$ cat config.mk
export PLATFORM = sky130hd
export DESIGN_NAME = uart_frame_parser_flat
export DESIGN_NICKNAME = d
export VERILOG_FILES = /design/src/rtl/uart_frame_parser_pkg.sv /design/src/rtl/uart_frame_parser_if.sv /design/src/rtl/uart_frame_parser_buf.sv /design/src/rtl/uart_frame_parser.sv /design/src/flat_wrapper.sv
export SDC_FILE = /design/constraint.sdc
export NUM_CORES = 1
export LEC_CHECK = 0
export BUFFER_PORTS_ARGS = -buffer_cell sky130_fd_sc_hd__buf_2
export CORE_MARGIN = 1
export CORE_UTILIZATION = 23
export CTS_CLUSTER_DIAMETER = 150
export DETAILED_ROUTE_END_ITERATION = 10
export GPL_TIMING_DRIVEN = 0
export HOLD_SLACK_MARGIN = 0.06
export SYNTH_ARGS = -nofsm -noshare
export SYNTH_HDL_FRONTEND = slang
export SYNTH_SLANG_ARGS = --single-unit
$ cat constraint.sdc
create_clock -name clk -period 7.4 [get_ports clk]
set_clock_uncertainty 0.05 [all_clocks]
set_input_delay 0.37 -clock clk [delete_from_list [all_inputs] [get_ports clk]]
set_output_delay 0.37 -clock clk [all_outputs]
set_load 0.05 [all_outputs]
$ cat src/rtl/uart_frame_parser_pkg.sv
// uart_pkg: shared constants and enums for the UART frame parser
package uart_pkg;
  localparam logic [7:0] SOF_BYTE = 8'h55;
  typedef enum logic [2:0] {IDLE, ADDR, LEN, DATA, CHK, COMMIT} frame_state_e;
  typedef enum logic [1:0] {ERR_NONE, ERR_LEN, ERR_CHK, ERR_TIMEOUT} frame_err_e;
endpackage

$ cat src/rtl/uart_frame_parser_if.sv
// UartIF: byte handshake from the UART receiver
// data/valid flow master->slave, ready flows slave->master; a byte moves when valid && ready
interface UartIF;
  logic [7:0] data;
  logic valid;
  logic ready;
  modport master(output data, valid, input ready);
  modport slave(input data, valid, output ready);
endinterface

$ cat src/rtl/uart_frame_parser_buf.sv
// frame_buf: payload store, one write port and one read port with registered output
// ports: clk, rst_n (sync, active-low, clears the read register only);
//        we_i/waddr_i/wdata_i = write port; raddr_i/rdata_o = read port, data one cycle after address
module frame_buf #(
  parameter int unsigned DEPTH = 16,
  parameter int unsigned AW = 4
) (
  input  logic          clk,
  input  logic          rst_n,
  input  logic          we_i,
  input  logic [AW-1:0] waddr_i,
  input  logic [7:0]    wdata_i,
  input  logic [AW-1:0] raddr_i,
  output logic [7:0]    rdata_o
);
  logic [7:0] mem_q [DEPTH];
  logic [7:0] rdata_q;
  always_ff @(posedge clk)
    if (we_i) mem_q[waddr_i] <= wdata_i;
  always_ff @(posedge clk)
    rdata_q <= !rst_n ? '0 : mem_q[raddr_i];
  assign rdata_o = rdata_q;
endmodule

$ cat src/rtl/uart_frame_parser.sv
// uart_frame_parser: recovers checksummed write frames from a UART byte stream and replays them as write beats
// ports: clk, rst_n (sync, active-low); in = received bytes (UartIF.slave);
//        wr_valid/wr_ready/wr_addr/wr_data = write burst; frame_ok = frame committed; err_valid/err_code = frame dropped
module uart_frame_parser
  import uart_pkg::*;
#(
  parameter int unsigned CLK_FREQ = 50_000_000,
  parameter int unsigned BAUD_RATE = 115200,
  parameter int unsigned MAX_LEN = 16,
  parameter int unsigned TIMEOUT_BYTES = 4
) (
  input  logic        clk,
  input  logic        rst_n,
  UartIF.slave        in,
  output logic        wr_valid,
  input  logic        wr_ready,
  output logic [7:0]  wr_addr,
  output logic [7:0]  wr_data,
  output logic        frame_ok,
  output logic        err_valid,
  output logic [1:0]  err_code
);
  localparam longint unsigned TO_CYC = 64'(TIMEOUT_BYTES) * 64'd10 * 64'(CLK_FREQ) / 64'(BAUD_RATE);
  localparam int TW = $clog2(TO_CYC + 1);
  localparam int LW = $clog2(MAX_LEN + 1);
  localparam int IW = MAX_LEN > 1 ? $clog2(MAX_LEN) : 1;
  frame_state_e state_q, state_d;
  frame_err_e err_d;
  logic [TW-1:0] to_q, to_d;
  logic [LW-1:0] len_q, len_d, idx_q, idx_d;
  logic [7:0] sum_q, sum_d, addr_q, addr_d;
  logic wv_q, wv_d, ok_q, ok_d, ev_q;
  logic [1:0] code_q;
  logic acc, hs, last, timed, we;
  assign in.ready = state_q != COMMIT;
  always_comb begin
    acc = in.valid && in.ready;
    hs = wv_q && wr_ready;
    last = idx_q == len_q - LW'(1);
    timed = state_q inside {ADDR, LEN, DATA, CHK};
    state_d = state_q;
    err_d = ERR_NONE;
    to_d = (timed && !acc) ? to_q + TW'(1) : '0;
    len_d = len_q;
    idx_d = idx_q;
    sum_d = sum_q;
    addr_d = addr_q;
    wv_d = wv_q;
    ok_d = 1'b0;
    we = 1'b0;
    // a byte accepted in the expiry cycle takes priority over the timeout
    if (timed && !acc && to_q == TW'(TO_CYC)) begin
      state_d = IDLE;
      err_d = ERR_TIMEOUT;
    end else begin
      case (state_q)
        IDLE: state_d = (acc && in.data == SOF_BYTE) ? ADDR : IDLE;
        ADDR:
          if (acc) begin
            addr_d = in.data;
            sum_d = in.data;
            state_d = LEN;
          end
        LEN:
          if (acc) begin
            if (in.data == 8'd0 || in.data > 8'(MAX_LEN)) begin
              err_d = ERR_LEN;
              state_d = IDLE;
            end else begin
              len_d = LW'(in.data);
              sum_d = sum_q + in.data;
              idx_d = '0;
              state_d = DATA;
            end
          end
        DATA:
          if (acc) begin
            we = 1'b1;
            sum_d = sum_q + in.data;
            idx_d = last ? '0 : idx_q + LW'(1);
            state_d = last ? CHK : DATA;
          end
        CHK:
          if (acc) begin
            wv_d = in.data == sum_q;
            err_d = in.data == sum_q ? ERR_NONE : ERR_CHK;
            state_d = in.data == sum_q ? COMMIT : IDLE;
          end
        COMMIT:
          if (hs) begin
            wv_d = !last;
            ok_d = last;
            idx_d = last ? '0 : idx_q + LW'(1);
            addr_d = last ? addr_q : addr_q + 8'd1;
            state_d = last ? IDLE : COMMIT;
          end
        default: state_d = IDLE;
      endcase
    end
  end
  always_ff @(posedge clk) begin
    if (!rst_n) begin
      state_q <= IDLE;
      to_q <= '0;
      len_q <= '0;
      idx_q <= '0;
      sum_q <= '0;
      addr_q <= '0;
      wv_q <= 1'b0;
      ok_q <= 1'b0;
      ev_q <= 1'b0;
      code_q <= '0;
    end else begin
      state_q <= state_d;
      to_q <= to_d;
      len_q <= len_d;
      idx_q <= idx_d;
      sum_q <= sum_d;
      addr_q <= addr_d;
      wv_q <= wv_d;
      ok_q <= ok_d;
      ev_q <= err_d != ERR_NONE;
      code_q <= err_d;
    end
  end
  // reading at the next-cycle index prefetches each beat so data lines up with wr_valid
  frame_buf #(.DEPTH(MAX_LEN), .AW(IW)) u_buf (
    .clk(clk),
    .rst_n(rst_n),
    .we_i(we),
    .waddr_i(idx_q[IW-1:0]),
    .wdata_i(in.data),
    .raddr_i(idx_d[IW-1:0]),
    .rdata_o(wr_data)
  );
  assign wr_valid = wv_q;
  assign wr_addr = addr_q;
  assign frame_ok = ok_q;
  assign err_valid = ev_q;
  assign err_code = code_q;
endmodule

$ cat src/flat_wrapper.sv
// flat-port wrapper written by rule: the top's interface ports become plain ports
module uart_frame_parser_flat import uart_pkg::*;
#(
  parameter int unsigned CLK_FREQ = 50_000_000,
  parameter int unsigned BAUD_RATE = 115200,
  parameter int unsigned MAX_LEN = 16,
  parameter int unsigned TIMEOUT_BYTES = 4
)
  (clk, rst_n, wr_valid, wr_ready, wr_addr, wr_data, frame_ok, err_valid, err_code, in_data, in_valid, in_ready);
  UartIF in_i ();
  input  logic clk;
  input  logic rst_n;
  output logic wr_valid;
  input  logic wr_ready;
  output logic [7:0] wr_addr;
  output logic [7:0] wr_data;
  output logic frame_ok;
  output logic err_valid;
  output logic [1:0] err_code;
  input wire logic [$bits(in_i.data)-1:0] in_data;
  input wire logic [$bits(in_i.valid)-1:0] in_valid;
  output wire logic [$bits(in_i.ready)-1:0] in_ready;
  assign in_i.data = in_data;
  assign in_i.valid = in_valid;
  assign in_ready = in_i.ready;
  uart_frame_parser #(.CLK_FREQ(CLK_FREQ), .BAUD_RATE(BAUD_RATE), .MAX_LEN(MAX_LEN), .TIMEOUT_BYTES(TIMEOUT_BYTES)) u_core (.clk(clk), .rst_n(rst_n), .in(in_i), .wr_valid(wr_valid), .wr_ready(wr_ready), .wr_addr(wr_addr), .wr_data(wr_data), .frame_ok(frame_ok), .err_valid(err_valid), .err_code(err_code));
endmodule
# --- After elaboration in Yosys (flattened, before gate mapping) ---
# Memory sizes are Yosys's and may differ from the RTL's. A register that Yosys moved wholly into a read port is not among the register bits.
# Index checks and enable logic that the tools add are counted.
totals:
  wordCells: 106
  n_memories: 1
  mem_bits_rw: 128
  reg_bits: 49
  input_bits: 12
  output_inout_bits: 22
memory_table:
  columns: ["memory", "depth", "width", "read_ports", "rd_clocked_by_memory_dff", "write_ports", "line_no", "text"]
  rows:
  - ["u_core.u_buf.mem_q", 16, 8, 1, 1, 1, "uart_frame_parser_buf.sv:16", "logic [7:0] mem_q [DEPTH];"]
op_classes:
  n_addsub: 5
  n_eq_ne: 17
  muxes: 40
  reduce_logical: 26
  n_bitwise: 5
  n_lt_le_gt_ge: 1
ops:
  columns: ["op", "count"]
  rows:
  - ["2-to-1 mux 8 bit", 6]
  - ["2-to-1 mux 5 bit", 5]
  - ["2-to-1 mux 3 bit", 8]
  - ["one-hot mux 8 bit (3 select lines)", 1]
  - ["one-hot mux 3 bit (6 select lines)", 1]
  - ["one-hot mux 8 bit (2 select lines)", 1]
  - ["adder 15 x 1 -> 15 bit (second input constant)", 1]
  - ["equality test 15 bit (second input constant)", 1]
  - ["one-hot mux 5 bit (3 select lines)", 1]
  - ["AND reduction 6 bit", 2]
  - ["2-to-1 mux 2 bit", 5]
  - ["inequality test 2 x 1 -> 1 bit (second input constant)", 5]
  - ["AND reduction 5 bit", 2]
  - ["2-to-1 mux 1 bit", 9]
  - ["adder 8 x 1 -> 8 bit (second input constant)", 1]
  - ["adder 8 bit", 1]
  - ["equality test 8 x 7 -> 1 bit (second input constant)", 1]
  - ["equality test 8 bit", 1]
  - ["> comparator 8 x 5 -> 1 bit (second input constant)", 1]
  - ["logical NOT 8 bit", 1]
  - ["AND reduction 4 bit", 2]
  - ["equality test 3 x 2 -> 1 bit (second input constant)", 2]
  - ["equality test 3 bit (second input constant)", 2]
  - ["nonzero test 2 bit", 3]
  - ["other kinds (19)", 31]

# --- Depth between registers and ports, before layout ---
depth:
  depth_word: 8
  mapped_depth: 13
  ltp_nobuf: 11

# --- Hierarchy ---
# From an unflattened synthesis, not the netlist that was laid out.
unflattened:
  cells_unflattened: 642
  hier_area_um2: 8316.7
by_module_without_submodules:
  columns: ["mod", "area_each_um2", "seq_area_each_um2", "instances", "cells_each"]
  rows:
  - ["frame_buf", 5297.6, 4003.8, 1, 257]
  - ["uart_frame_parser", 3019.1, 980.9, 1, 385]

# --- Least setup slack after synthesis ---
# OpenSTA, ideal clock, no wires.
synth_path:
  kind: "reg2reg"
  start: "reg u_core.len_q[0]"
  end: "reg u_core.u_buf.rdata_q[4], in the netlist u_core.u_buf.rdata_o[4], read port of u_core.u_buf.mem_q"
  setup_time_ns: 0.120
  slack_ns: 4.847
  arrival_time_ns: 2.383
  stages_incl_launch_ff: 13
  synth_period_minus_slack_ns: 2.553
  path_buffers: 2
  t_required_ns: 7.230
  path_cell_list: "dfxtp_1 inv_1 ha_1 xnor2_1 a211oi_2 o311ai_4 a32oi_2 buf_6 buf_4 mux2i_1 mux2i_1 a22oi_1 nand2_1"
synth_via:
  elab_chain_cells: 6
  word_cells_on_any_way: 7
  cone_classes: "add/sub (1); eq/ne (1); mux (5)"
synth_rtl:
  columns: ["element", "line_no", "text"]
  rows:
  - ["start, declared", "uart_frame_parser.sv:30", "logic [LW-1:0] len_q, len_d, idx_q, idx_d;"]
  - ["start signal, assigned", "uart_frame_parser.sv:116", "len_q <= len_d;"]
  - ["subtractor 5 x 1 -> 5 bit (*)", "uart_frame_parser.sv:39", "last = idx_q == len_q - LW'(1);"]
  - ["equality test 5 bit (*)", "uart_frame_parser.sv:39", null]
  - ["2-to-1 mux 5 bit (*)", "uart_frame_parser.sv:80, uart_frame_parser.sv:93", null]
  - ["2-to-1 mux 5 bit, on equally long branches", "uart_frame_parser.sv:90, uart_frame_parser.sv:77", null]
  - ["one-hot mux 5 bit (3 select lines) (*)", "uart_frame_parser.sv:56", "case (state_q)"]
  - ["2-to-1 mux 4 bit (*)", "uart_frame_parser.sv:52", "if (timed && !acc && to_q == TW'(TO_CYC)) begin"]
  - ["end, declared", "uart_frame_parser_buf.sv:17", "logic [7:0] rdata_q;"]
# Every way passes the cells marked *; elsewhere a longest branch is shown, timed or not. The select of a mux whose other input is x is not followed.
# A chain may end at the register's enable or synchronous reset.

# --- Final worst setup path ---
# Ends and elaborated chain as after synthesis.

==> key figures <==
Finish
  • Post-layout util: 0.2714
  • Area growth, synth to finish: 15.53%
  • # diodes: 0
  • Commonest non-fill, non-tap cell in the layout: edfxtp_1
  • Non-Filler Instances: 1196
  • Nets@finish: 750
  • Most frequent cells in the layout: edfxtp_1 (128), mux2i_1 (99), nor2_1 (63), dfxtp_1 (57), nand2_1 (41)
  • Layout cell share with drive strength beyond 1: 0.1374
  • Filler instances: 3735

GRT
  • Largest net degree at the start of global routing: 24
  • Grt total ovfl: 0
  • All-Layer GR Usage: 0.1070
  • Global-route wire length before repair: 29770 µm
  • Vias in the first global route: 5160
  • Initial antenna violation count: 0

Status
  • Failing checks: design-rule violations
  • Status: complete, but fails checks

Drt
  • Wirelength, routed: 19350 µm
  • Vias: 5377
  • Detail-routed via count per cell: 4.496
  • Drt pass-1 iters: 8
  • WL/cell: 16.18 µm
  • Antenna-violating nets left: 0
  • Drc violations: 4
  • DRT iter0 DRCs: 439

Clock tree
  • Clk root buf: clkbuf_16
  • CTS tree: built
  • H-Tree Depth: 4
  • Clk pin slew, worst setup/hold paths: 80 ps
  • Post-CTS Resized: 0
  • Clk buf depth: 2
  • Clk sinks: 185
  • Worst-Skew Late Latency: 440 ps
  • Hold_buf cts: 0
  • Post-CTS setup buffers: 0
  • CTS Buf Count: 17

Timing
  • Final min period: 3123 ps
  • RSZ-0062 raised after global routing: no
  • Final setup vio count: 0
  • Hold slack: 279.7 ps
  • Slew @ Worst Pin: 885.8 ps
  • Slew headroom: 0.4062
  • Final Cycle Share: 0.4220
  • Maximum clock frequency: 0.3202 GHz
  • Max Slew Vio Count: 0
  • Setup TNS: 0 ps
  • Final Hold Vio Count: 0

Setup path
  • Critical Path Source Type: flop
  • WP data required: 7660 ps
  • Crit path capture type: flop
  • Critical path class: reg2reg
  • CP Max Fanout: 10
  • CP arrival: 3380 ps

Place
  • Final HPWL DP: 12890 µm
  • Port Buffer Count: 32
  • Cells after DPL: 1164
  • Routability cong.: 0.8164

Power
  • Combinational share of power: 0.024
  • Net switching power: 0.0004522 W
  • Seq pwr share: 0.551
  • Int Power: 0.001553 W
  • Maximum VDD drop: 0.0001864 V
  • Leakage power: 3.677 nW
  • PD cells: 206.7 nW/µm²
  • Net Sw Frac: 0.2255
  • Power, Total: 0.002005 W
  • Clock share of power: 0.425

Die
  • Total Die Area: 37280 µm²
  • Core area: 35740 µm²
  • Initial Utilization: 0.2349
  • Num ports: 34
  • Die Ht: 193.1 µm
  • FP Rows: 69
  • Die width: 193.1 µm

Synth
  • Synthesis-stage register bit count: 185
  • Cells after Synth: 671
  • Top cells by area, synth: edfxtp_1 (46%), dfxtp_1 (14%), mux2i_1 (12%)
  • Synth top area share: 0.4578
  • Mean post-synth cell area: 12.51 µm²
  • Ys async rst share: 0
  • Main synth FF type: edfxtp_1
  • Mapped cell area: 8397 µm²
  • Syn_nets: 699
  • Post-synth top area cell: edfxtp_1
  • Synth warnings: 0
  • Sequential area share after synthesis: 0.5937
  • EDFF count, synth: 128
  • Post-synth cell types: 72

Run
  • Max Cap Viol: 0

Worst hold path
  • Worst hold path type: in2reg
final timing paths:
| kind | from | end | slack (ps) | cells after the start |
|---|---|---|---|---|
| worst max register to register | u_core.len_q[0] | u_core.u_buf.rdata_o[4] | 4280 | 12 |
| worst min-delay path | wr_ready | u_core.frame_ok | 280 | 3 |
| worst max-delay path | u_core.len_q[0] | u_core.u_buf.rdata_o[4] | 4280 | 12 |
| worst min register to register | u_core.to_q[0] | u_core.to_q[0] | 430 | 1 |
kinds of logic (layout without fill, tap and decap cells):
kind of cell | Yosys count | after routing | synth area share
and+or+nand+nor | 188 | 188 | 0.1121
DFF | 185 | 185 | 0.5937
AOI/OAI and AO/OA | 107 | 107 | 0.09119
muxes | 100 | 100 | 0.1207
buffers and inverters | 50 | 114 | 0.03159
xor gates and xnor gates | 25 | 25 | 0.02608
adders and majority gates | 16 | 16 | 0.02474
area by class of cell:
cell class,count,area (µm²),area share
sequential,185,4985,0.5139
multi-input combinational,436,3167,0.3265
tap,461,576.8,0.05946
clock buffer,18,429.2,0.04424
buffer,32,197.7,0.02038
timing repair buffer,32,160.2,0.01651
clock inverter,14,117.6,0.01212
inverter,18,67.56,0.006965
critical path, stage by stage, from the launching register on:
cell,delay [ps]
dfxtp_1,400
inv_1,60
ha_1,300
xnor2_1,140
a211oi_2,290
o311ai_4,230
a32oi_2,320
buf_6,220
buf_4,260
mux2i_1,260
mux2i_1,130
a22oi_1,190
nand2_1,130
registers in the layout (all words and copies together) (netlist names):
register,flops
u_core.wr_addr,8
u_core.len_q,5
u_core.err_valid,1
u_core.err_code,2
u_core.idx_q,5
u_core.to_q,15
u_core.sum_q,8
u_core.u_buf.mem_q,128
u_core.wr_valid,1
u_core.state_q,3
u_core.u_buf.rdata_o,8
u_core.frame_ok,1
synth_stat cells, types with 10 or more instances:
cell	n
ha_1	15
nor2_1	63
o21ai_0	18
inv_1	15
xnor2_1	12
a21oi_1	17
xor2_1	13
dfxtp_1	57
mux2i_1	99
nand2_1	41
edfxtp_1	128
o21ai_1	12
a221oi_1	10
nand3_1	21
clkbuf_1	15
per-layer routing:
metal | track usage | share of wire
met1 | 0.1446 | 0.48
met2 | 0.1663 | 0.45
met3 | 0.02643 | 0.053
met4 | 0.03576 | 0.018
met5 | 0 | 0
stage by stage:
step / setup WS [ps] / cell area, µm²
5_1_grt: 4090 / 9701
3_3_place_gp: 4024 / 9134
3_5_place_dp: 3972 / 9134
2_1_floorplan: 4847 / 8397
4_1_cts: 4159 / 9681
6_report: 4277 / 9701
power by group through the flow:
stage / Combinational [W] / Clock, W / Sequential, W
after floorplan: 0.0000163 / 0 / 0.00113
after global placement: 0.0000468 / 0 / 0.00113
after detailed placement: 0.0000477 / 0 / 0.00113
after CTS: 0.0000479 / 0.000871 / 0.00110
after global routing: 0.0000524 / 0.000909 / 0.00110
final: 0.0000474 / 0.000853 / 0.00110
No activity file was read; power rests on OpenSTA's default activity.
